<file path="src/rtl/alut_lookup_arb_pkg.sv">
// Shared types and helpers for the ALUT lookup arbiter.
package alut_lookup_arb_pkg;

  // Controller states: waiting for work, lookup in flight, result pulse
  typedef enum logic [1:0] {
    ST_IDLE   = 2'd0,
    ST_LOOKUP = 2'd1,
    ST_RESP   = 2'd2
  } arb_state_t;

  localparam int MAC_W  = 48;
  localparam int PORT_W = 2;

  // Width of a counter (or index) that must hold the values 0..max_val-1
  function automatic int cnt_width(input int max_val);
    return (max_val <= 2) ? 1 : $clog2(max_val);
  endfunction

endpackage

</file>
<file path="src/rtl/alut_rr_pick.sv">
// Combinational rotating-priority picker: the first set request at or after
// rr_ptr (wrapping) wins. Produces a one-hot grant and its binary index.
module alut_rr_pick
  import alut_lookup_arb_pkg::*;
#(
  parameter int NUM_REQ = 4,
  parameter int IDX_W   = cnt_width(NUM_REQ)
) (
  input  logic [NUM_REQ-1:0] req,
  input  logic [IDX_W-1:0]   rr_ptr,
  output logic [NUM_REQ-1:0] grant,
  output logic [IDX_W-1:0]   grant_idx,
  output logic               grant_any
);

  logic [2*NUM_REQ-1:0] req_dbl;
  logic [NUM_REQ-1:0]   rot_req;
  logic [NUM_REQ-1:0]   rot_low;
  logic [2*NUM_REQ-1:0] grant_dbl;

  // Rotate so rr_ptr sits at bit 0, keep the lowest set bit, rotate back
  always_comb begin
    req_dbl   = {req, req} >> rr_ptr;
    rot_req   = req_dbl[NUM_REQ-1:0];
    rot_low   = rot_req & (~rot_req + 1'b1);
    grant_dbl = {rot_low, rot_low} << rr_ptr;
    grant     = grant_dbl[2*NUM_REQ-1:NUM_REQ];
    grant_any = |req;
    grant_idx = '0;
    for (int k = 0; k < NUM_REQ; k++) begin
      if (grant[k]) grant_idx = grant_idx | IDX_W'(k);
    end
  end

endmodule

</file>
<file path="src/rtl/alut_lookup_arb.sv">
// Round-robin lookup controller sharing the single ALUT lookup port between
// NUM_REQ requesters, with a timeout watchdog on the ALUT acknowledge.
// Optional feature: define ALUT_ARB_AGE_EN to inject periodic ageing scans.
module alut_lookup_arb
  import alut_lookup_arb_pkg::*;
#(
  parameter int NUM_REQ    = 4,
  parameter int TIMEOUT    = 16,
  parameter int AGE_PERIOD = 1024
) (
  input  logic                      pclk,
  input  logic                      p_reset,
  input  logic [NUM_REQ-1:0]        req_valid,
  input  logic [NUM_REQ*MAC_W-1:0]  req_addr,
  input  logic [NUM_REQ*PORT_W-1:0] req_port,
  output logic [NUM_REQ-1:0]        req_ready,
  output logic [NUM_REQ-1:0]        rsp_valid,
  output logic                      rsp_hit,
  output logic [PORT_W-1:0]         rsp_dest,
  output logic                      rsp_timeout,
  output logic                      lut_req,
  output logic [MAC_W-1:0]          lut_addr,
  output logic [PORT_W-1:0]         lut_port,
  output logic                      lut_age,
  input  logic                      lut_ack,
  input  logic                      lut_hit,
  input  logic [PORT_W-1:0]         lut_dest,
  output logic                      busy
);

  localparam int IDX_W = cnt_width(NUM_REQ);
  localparam int TO_W  = cnt_width(TIMEOUT);

  arb_state_t         state_reg;
  logic [IDX_W-1:0]   rr_ptr_reg;
  logic [IDX_W-1:0]   winner_reg;
  logic               age_cmd_reg;
  logic [TO_W-1:0]    to_cnt_reg;

  logic [MAC_W-1:0]   addr_arr [NUM_REQ];
  logic [PORT_W-1:0]  port_arr [NUM_REQ];
  logic [NUM_REQ-1:0] pick_grant;
  logic [IDX_W-1:0]   pick_idx;
  logic               pick_any;
  logic [IDX_W-1:0]   rr_ptr_next;
  logic               age_grant;

  // Split the flat request buses into per-requester fields
  genvar gi;
  generate
    for (gi = 0; gi < NUM_REQ; gi++) begin : g_unpack
      assign addr_arr[gi] = req_addr[gi*MAC_W +: MAC_W];
      assign port_arr[gi] = req_port[gi*PORT_W +: PORT_W];
    end
  endgenerate

  alut_rr_pick #(
    .NUM_REQ (NUM_REQ),
    .IDX_W   (IDX_W)
  ) u_pick (
    .req       (req_valid),
    .rr_ptr    (rr_ptr_reg),
    .grant     (pick_grant),
    .grant_idx (pick_idx),
    .grant_any (pick_any)
  );

  assign rr_ptr_next = (pick_idx == IDX_W'(NUM_REQ-1)) ? '0 : pick_idx + 1'b1;

`ifdef ALUT_ARB_AGE_EN
  localparam int AGE_W = cnt_width(AGE_PERIOD);

  logic [AGE_W-1:0] age_cnt_reg;
  logic             age_pending_reg;
  logic             age_overdue_reg;
  logic             age_wrap;

  assign age_wrap  = (age_cnt_reg == AGE_W'(AGE_PERIOD-1));
  // Idle-time scan normally yields to requesters; once overdue it goes first
  assign age_grant = (state_reg == ST_IDLE) && age_pending_reg &&
                     (age_overdue_reg || (req_valid == '0));

  // Free-running age period counter; a wrap seen while still pending marks overdue
  always_ff @(posedge pclk) begin
    if (p_reset) begin
      age_cnt_reg     <= '0;
      age_pending_reg <= 1'b0;
      age_overdue_reg <= 1'b0;
    end else begin
      age_cnt_reg <= age_wrap ? '0 : age_cnt_reg + 1'b1;
      if (age_wrap) begin
        age_pending_reg <= 1'b1;
        age_overdue_reg <= age_pending_reg && !age_grant;
      end else if (age_grant) begin
        age_pending_reg <= 1'b0;
        age_overdue_reg <= 1'b0;
      end
    end
  end
`else
  logic unused_age_cfg;
  assign unused_age_cfg = ^AGE_PERIOD;
  assign age_grant      = 1'b0;
`endif

  // Controller FSM with all outputs registered
  always_ff @(posedge pclk) begin
    if (p_reset) begin
      state_reg   <= ST_IDLE;
      rr_ptr_reg  <= '0;
      winner_reg  <= '0;
      age_cmd_reg <= 1'b0;
      to_cnt_reg  <= '0;
      req_ready   <= '0;
      rsp_valid   <= '0;
      rsp_hit     <= 1'b0;
      rsp_dest    <= '0;
      rsp_timeout <= 1'b0;
      lut_req     <= 1'b0;
      lut_addr    <= '0;
      lut_port    <= '0;
      lut_age     <= 1'b0;
      busy        <= 1'b0;
    end else begin
      req_ready <= '0;
      rsp_valid <= '0;
      case (state_reg)
        ST_IDLE: begin
          to_cnt_reg <= '0;
          if (age_grant) begin
            state_reg   <= ST_LOOKUP;
            age_cmd_reg <= 1'b1;
            lut_req     <= 1'b1;
            lut_age     <= 1'b1;
            lut_addr    <= '0;
            lut_port    <= '0;
            busy        <= 1'b1;
          end else if (pick_any) begin
            state_reg   <= ST_LOOKUP;
            age_cmd_reg <= 1'b0;
            winner_reg  <= pick_idx;
            rr_ptr_reg  <= rr_ptr_next;
            req_ready   <= pick_grant;
            lut_req     <= 1'b1;
            lut_age     <= 1'b0;
            lut_addr    <= addr_arr[pick_idx];
            lut_port    <= port_arr[pick_idx];
            busy        <= 1'b1;
          end
        end
        ST_LOOKUP: begin
          if (lut_ack) begin
            state_reg   <= ST_RESP;
            lut_req     <= 1'b0;
            lut_age     <= 1'b0;
            rsp_valid   <= age_cmd_reg ? '0 : (NUM_REQ'(1) << winner_reg);
            rsp_hit     <= lut_hit && !age_cmd_reg;
            rsp_dest    <= age_cmd_reg ? '0 : lut_dest;
            rsp_timeout <= 1'b0;
          end else if (to_cnt_reg == TO_W'(TIMEOUT-1)) begin
            state_reg   <= ST_RESP;
            lut_req     <= 1'b0;
            lut_age     <= 1'b0;
            rsp_valid   <= age_cmd_reg ? '0 : (NUM_REQ'(1) << winner_reg);
            rsp_hit     <= 1'b0;
            rsp_dest    <= '0;
            rsp_timeout <= !age_cmd_reg;
          end else begin
            to_cnt_reg <= to_cnt_reg + 1'b1;
          end
        end
        ST_RESP: begin
          state_reg   <= ST_IDLE;
          rsp_hit     <= 1'b0;
          rsp_dest    <= '0;
          rsp_timeout <= 1'b0;
          busy        <= 1'b0;
        end
        default: begin
          state_reg <= ST_IDLE;
          lut_req   <= 1'b0;
          lut_age   <= 1'b0;
          busy      <= 1'b0;
        end
      endcase
    end
  end

endmodule
</file>
<file path="config.mk">
export PLATFORM = sky130hd
export DESIGN_NAME = alut_lookup_arb
export DESIGN_NICKNAME = d
export VERILOG_FILES = /design/src/rtl/alut_lookup_arb_pkg.sv /design/src/rtl/alut_rr_pick.sv /design/src/rtl/alut_lookup_arb.sv
export SDC_FILE = /design/constraint.sdc
export NUM_CORES = 1
export LEC_CHECK = 0
export CORE_MARGIN = 2
export CORE_UTILIZATION = 41
export CTS_BUF_LIST = sky130_fd_sc_hd__clkbuf_4 sky130_fd_sc_hd__clkbuf_8
export CTS_CLUSTER_SIZE = 25
export DETAILED_ROUTE_END_ITERATION = 8
export PLACE_DENSITY = 0.89
export SLEW_MARGIN = 30
export SYNTH_ARGS = -nofsm -noshare
export SYNTH_HDL_FRONTEND = slang
export SYNTH_SLANG_ARGS = --single-unit
</file>
<file path="constraint.sdc">
create_clock -name pclk -period 3.5 [get_ports pclk]
set_clock_uncertainty 0.1 [all_clocks]
set_input_delay 0.525 -clock pclk [delete_from_list [all_inputs] [get_ports pclk]]
set_output_delay 0.525 -clock pclk [all_outputs]
set_load 0.1 [all_outputs]
</file>
==> results.cfg, run 1 <==
[worst_hold_path]
hold_path_class = flip-flop to flip-flop
holdPathStages = 1
min_to = rsp_valid[2]$_SDFF_PP0_
min_from = winner_reg[0]$_SDFFE_PP0P_

[logic_synthesis]
synth_xor_area_frac = 0
netlist.area_leader.share = 0.343
syn_avg_cell_area_um2 = 9.58
yosysWarnings = 0
synth-edff-count = 0
ys_seq_area_frac = 0.343
synthTopCellsByArea = dfxtp_1 (34%), mux2i_1 (16%), a2111oi_2 (10%), a211oi_1 (6.1%), nor3b_1 (6.1%)
synth-simple-area-share = 0.171
yosysTopAreaCell = dfxtp_1
async_flop_share = 0
synth_top_family_by_area = compound AO/OA/AOI/OAI gates
syn-instance-count = 451
synth-seq-cells = 74
synth_area_mm2 = 0.00432
muxShareOfSynthArea = 0.155
synth_cell_type_count = 42
synth_nets = 663
synthAdderAreaFrac = 0.00579
synthFlopType = dfxtp_1
synth_compound_area_frac = 0.268

[layout]
stdcell_count = 842
area_delta_synth_final_pct = 70.1
nets = 913
layout-drive-gt1-share = 0.0977
largest_register = lut_addr
antenna_cells = 0
largest_register_ffs = 48

[timing]
rsz0062_at_grt = false
period_share = 0.766
worst_slew_pin_slew_ns = 1.03
fmax_mhz = 373
period_minus_slack_ns = 2.68
setup-violations-final = 0
final_hold_viol_count = 0
drv_slew = 0
setup_tns_ns = 0
max_slew_margin = 0.311

[pwr]
cellPowerDensity_mw_per_mm2 = 519
p_leak_nw = 2.72
irDropWorstVdd_mv = 0.292
totalPowerFinal_w = 0.00381

[critical_path]
cp_max_fo = 29
rrSetupSlack_ns = 1.16
crit_path_end_kind = flip-flop
critical_path_arrival_ns = 2.77
crit_type = primary input to flip-flop
r2r_start = rr_ptr_reg[1]$_SDFFE_PP0P_
cp-start-kind = primary input
cp.required_ns = 3.59
rr_worst_depth = 6
r2r-end = lut_addr[25]$_SDFFE_PP0P_

[global_routing]
grt_max_degree = 68
grt_pass1_vias = 5024
grt_pass1_wl_um = 25400
track_usage = 0.280
grt_overflow_total = 0
antenna_found_initial = 0

[clock_tree]
cts_hold_buf = 0
cts_buffer_depth = 2
cts.sinks = 74
cts_setup_buffers = 0
numCtsBuffers = 9
root_buffer = clkbuf_8
cts_max_level = 3
path_clk_slew_ns = 0.09
clock_latency_ns = 0.34
cts_resized = 0
cts_tree = done

[route]
drtIter0Drc = 316
wl_um = 16000
wl_per_cell_um = 19.0
drc = 0
vias = 4771
ant_nets = 0
via_per_inst = 5.67
drtPass1Iterations = 6

[floorplanning]
coreArea_mm2 = 0.0103
die_x_um = 107
die_area_mm2 = 0.0114
row_count = 37
pin_count = 275
start_util = 0.420
die_h_um = 107

[place]
placed_cells = 826
dp_hpwl_um = 12000
io_buffers = 273
place.gp.congestion = 0.883

[status]
status = complete, no violations

[run]
maxCapViolCount = 0
==> through the flow <==
step	util	setup slack [ns]	hold slack (ns)	instance area [µm²]
6_report	0.715	0.819	0.380	7350
5_1_grt	0.715	0.645	0.417	7350
4_1_cts	0.715	0.836	0.382	7350
3_5_place_dp	0.693	0.513	0.379	7120
3_3_place_gp	0.693	0.682	0.369	7120
2_1_floorplan	-	1.07	0.330	4320
==> metal layers <==
metal | vias to the layer above | wire length, µm | GRT usage | part of all wire
li1 | 2237 | - | - | -
met1 | 2257 | 6030 | 0.301 | 0.38
met2 | 231 | 8150 | 0.511 | 0.51
met3 | 46 | 1240 | 0.0772 | 0.078
met4 | 0 | 604 | 0.118 | 0.038
met5 | - | 0 | 0 | 0
==> worst max-delay path by stage <==
stage	startpoint	to	slack, ns	cells after the start
2_1_floorplan	req_valid[0]	rr_ptr_reg[0]$_SDFFE_PP0P_	1.07	8
3_3_place_gp	req_valid[1]	lut_addr[43]$_SDFFE_PP0P_	0.68	7
3_5_place_dp	req_valid[0]	lut_addr[25]$_SDFFE_PP0P_	0.51	6
4_1_cts	req_valid[2]	lut_addr[25]$_SDFFE_PP0P_	0.84	8
5_1_grt	req_valid[2]	lut_addr[27]$_SDFFE_PP0P_	0.65	8
6_report	req_valid[2]	lut_addr[25]$_SDFFE_PP0P_	0.82	8
==> area by class of cell <==
cell class	count	area [µm²]
multi-input combinational	327	2630
sequential	74	1480
fill	781	2930
clock buffer	10	138
tap	136	170
inverter	4	15.0
timing repair buffer	285	2830
clock inverter	6	90.1
==> cell usage after synthesis (all sizes together), types with 2 or more instances <==
cell type / n
a2111oi: 34
a211oi: 35
a21o: 2
a21oi: 14
a32oi: 4
and3: 3
buf: 22
clkbuf: 24
dfxtp: 74
ha: 2
inv: 4
mux2i: 67
nand2: 13
nand2b: 2
nand3b: 17
nor2: 48
nor2b: 4
nor3: 4
nor3b: 35
o21ai: 9
o221ai: 17
or3: 3
==> power breakdown <==
group          internal [W]  switching, W
Sequential         0.000963     0.0000830
Combinational      0.000677       0.00134
Clock              0.000422      0.000334
==> worst max-delay path: stages <==
cell and delay (ns):
clkdlybuf4s50_1 0.60, nor2b_1 0.26, a221oi_1 0.14, buf_4 0.18, nor2_4 0.19, buf_4 0.45, mux2i_1 0.26, o221ai_1 0.16
==> layout by cell type, fill, tap and decap left out, types with 2 or more instances in the layout <==
cell,Yosys,routed
a2111oi_1,5,5
a2111oi_2,29,29
a211oi_1,35,34
a21o_1,2,2
a21oi_1,14,14
a32oi_1,4,4
and3_1,3,3
buf_4,4,12
bufinv_16,0,2
clkbuf_8,0,10
clkdlybuf4s50_1,0,271
clkinv_4,0,2
dfxtp_1,74,74
ha_1,2,2
inv_2,3,3
mux2i_1,67,67
nand2_1,13,13
nand2b_1,2,2
nand3b_1,17,17
nor2_1,48,47
nor2b_1,4,4
nor3_1,3,3
nor3b_1,35,35
o21ai_0,8,8
o221ai_1,17,17
or3_1,3,3
==> cell families after synthesis <==
| group | count (synthesis) |
|---|---|
| buffers and inverters | 50 |
| flip-flops | 74 |
| multiplexers | 67 |
| AO/OA/AOI/OAI | 125 |
| other | 1 |
| adder cells (fa/ha/maj) | 2 |
| AND/OR/NAND/NOR | 132 |
Power figures use the tool's default switching activity.
==> run 2, diff against run 1 <==
CORE_UTILIZATION = 34   (was 41)
PLACE_DENSITY = 0.79   (was 0.89)
clock period = 2.2 ns   (was 3.5 ns; I/O delays follow)
==> results.cfg, run 2 (synthesized netlist as in run 1, its figures left out) <==
[clock_tree]
numCtsBuffers = 9
cts_buffer_depth = 2
root_buffer = clkbuf_8
cts_max_level = 3
cts_hold_buf = 0
path_clk_slew_ns = 0.09
cts_setup_buffers = 0
clock_latency_ns = 0.36
cts_resized = 1
cts_tree = done
cts.sinks = 74

[critical_path]
cp.required_ns = 2.35
rr_worst_depth = 6
cp-start-kind = primary input
critical_path_arrival_ns = 2.24
r2r-end = lut_addr[41]$_SDFFE_PP0P_
rrSetupSlack_ns = 0.14
crit_path_end_kind = flip-flop
cp_max_fo = 11
crit_type = primary input to flip-flop
r2r_start = rr_ptr_reg[1]$_SDFFE_PP0P_

[timing]
drv_slew = 0
final_hold_viol_count = 0
period_share = 0.951
setup_tns_ns = 0
fmax_mhz = 478
setup-violations-final = 0
period_minus_slack_ns = 2.09
finalWorstSetupSlack_ns = 0.109
holdWs_ns = 0.296
rsz0062_at_grt = true

[pwr]
cellPowerDensity_mw_per_mm2 = 827
p_leak_nw = 3.03
irDropWorstVdd_mv = 0.498

[route]
drtIter0Drc = 285
drtPass1Iterations = 4
wl_um = 16200
wl_per_cell_um = 17.7
ant_nets = 0
drc = 0
vias = 4840
via_per_inst = 5.31

[worst_hold_path]
min_from = p_reset
min_to = rsp_dest[1]$_SDFFE_PP0P_
holdPathStages = 2
hold_path_class = primary input to flip-flop

[global_routing]
grt_pass1_vias = 5054
antenna_found_initial = 0
grt_overflow_total = 0
track_usage = 0.232
grt_pass1_wl_um = 24500
grt_max_degree = 32

[layout]
layout-drive-gt1-share = 0.234
area_delta_synth_final_pct = 76.8
nets = 947
largest_register = lut_addr
largest_register_ffs = 48
antenna_cells = 0
nFillCells = 1073
final_common_cell = clkdlybuf4s50_1
layout_common_cells = clkdlybuf4s50_1 (208), buf_4 (101), dfxtp_1 (73), mux2i_1 (66), nor2_1 (45)

[place]
dp_slack_ns = -0.314
dp_hpwl_um = 12500
io_buffers = 273
place.gp.congestion = 0.879

[floorplanning]
pin_count = 275
die_area_mm2 = 0.0136
die_x_um = 117
die_h_um = 117
row_count = 41
coreArea_mm2 = 0.0125
start_util = 0.345

[run]
maxCapViolCount = 0

[status]
status = complete, no violations
-- run 2: cell types whose count changed in the layout (fill, tap and decap cells not counted), moves of 2 or more --
cell / previous run / this run
clkdlybuf4s50_1: 271 / 208
nor2_2: 0 / 2
buf_4: 12 / 101
nor2_1: 47 / 45
buf_12: 1 / 9
-- run 2: per-layer routing --
| metal | wire [µm] | GRT usage | vias up |
|---|---|---|---|
| met5 | 0 | 0 | - |
| met2 | 8110 | 0.425 | 225 |
| met3 | 1400 | 0.0623 | 49 |
| li1 | - | - | 2299 |
| met1 | 6040 | 0.239 | 2267 |
| met4 | 634 | 0.125 | 0 |
-- run 2: how the worst max path moves through the flow --
stage / end / slack (ns) / cells after the start / from
CTS: lut_addr[41]$_SDFFE_PP0P_ / 0.07 / 6 / rr_ptr_reg[1]$_SDFFE_PP0P_
finish: lut_addr[41]$_SDFFE_PP0P_ / 0.11 / 8 / req_valid[0]
floorplan: lut_addr[13]$_SDFFE_PP0P_ / 0.06 / 9 / rr_ptr_reg[1]$_SDFFE_PP0P_
global placement: lut_addr[38]$_SDFFE_PP0P_ / -0.21 / 7 / req_valid[1]
detailed placement: lut_addr[41]$_SDFFE_PP0P_ / -0.31 / 7 / req_valid[0]
global route: lut_port[0]$_SDFFE_PP0P_ / -0.009 / 9 / req_valid[0]
-- run 2: cell type report --
class                      instances  area (µm²)  area share
clock buffer                      10         131      0.0172
sequential                        74        1490       0.194
tap                              172         215      0.0282
multi-input combinational        327        2650       0.347
timing repair buffer             319        3030       0.396
inverter                           4        15.0     0.00197
clock inverter                     6         115      0.0151
-- run 2: power by group --
group	internal [W]	switching (W)	leakage (nW)
registers	0.00153	0.000135	0.612
clock network	0.000770	0.000542	0.120
logic	0.00118	0.00215	2.30
total	0.00348	0.00283	3.03
-- run 2: metrics by stage --
| stage | cell area (µm²) | total power (W) | util | cells |
|---|---|---|---|---|
| 6_report | 7640 | 0.00632 | 0.610 | 912 |
| 5_1_grt | 7640 | 0.00660 | 0.610 | 912 |
| 4_1_cts | 7620 | 0.00637 | 0.609 | 912 |
| 3_5_place_dp | 7370 | 0.00503 | 0.589 | 896 |
| 3_3_place_gp | 7370 | 0.00498 | 0.589 | 896 |
| 2_1_floorplan | 4330 | 0.00393 | - | 451 |
-- run 2: worst max-delay path, cell delays in order --
cell and delay [ns]:
clkdlybuf4s50_1 0.50, buf_4 0.19, nor2b_1 0.12, o21a_1 0.24, o21ai_2 0.21, buf_4 0.23, a211oi_1 0.07, a2111oi_1 0.34
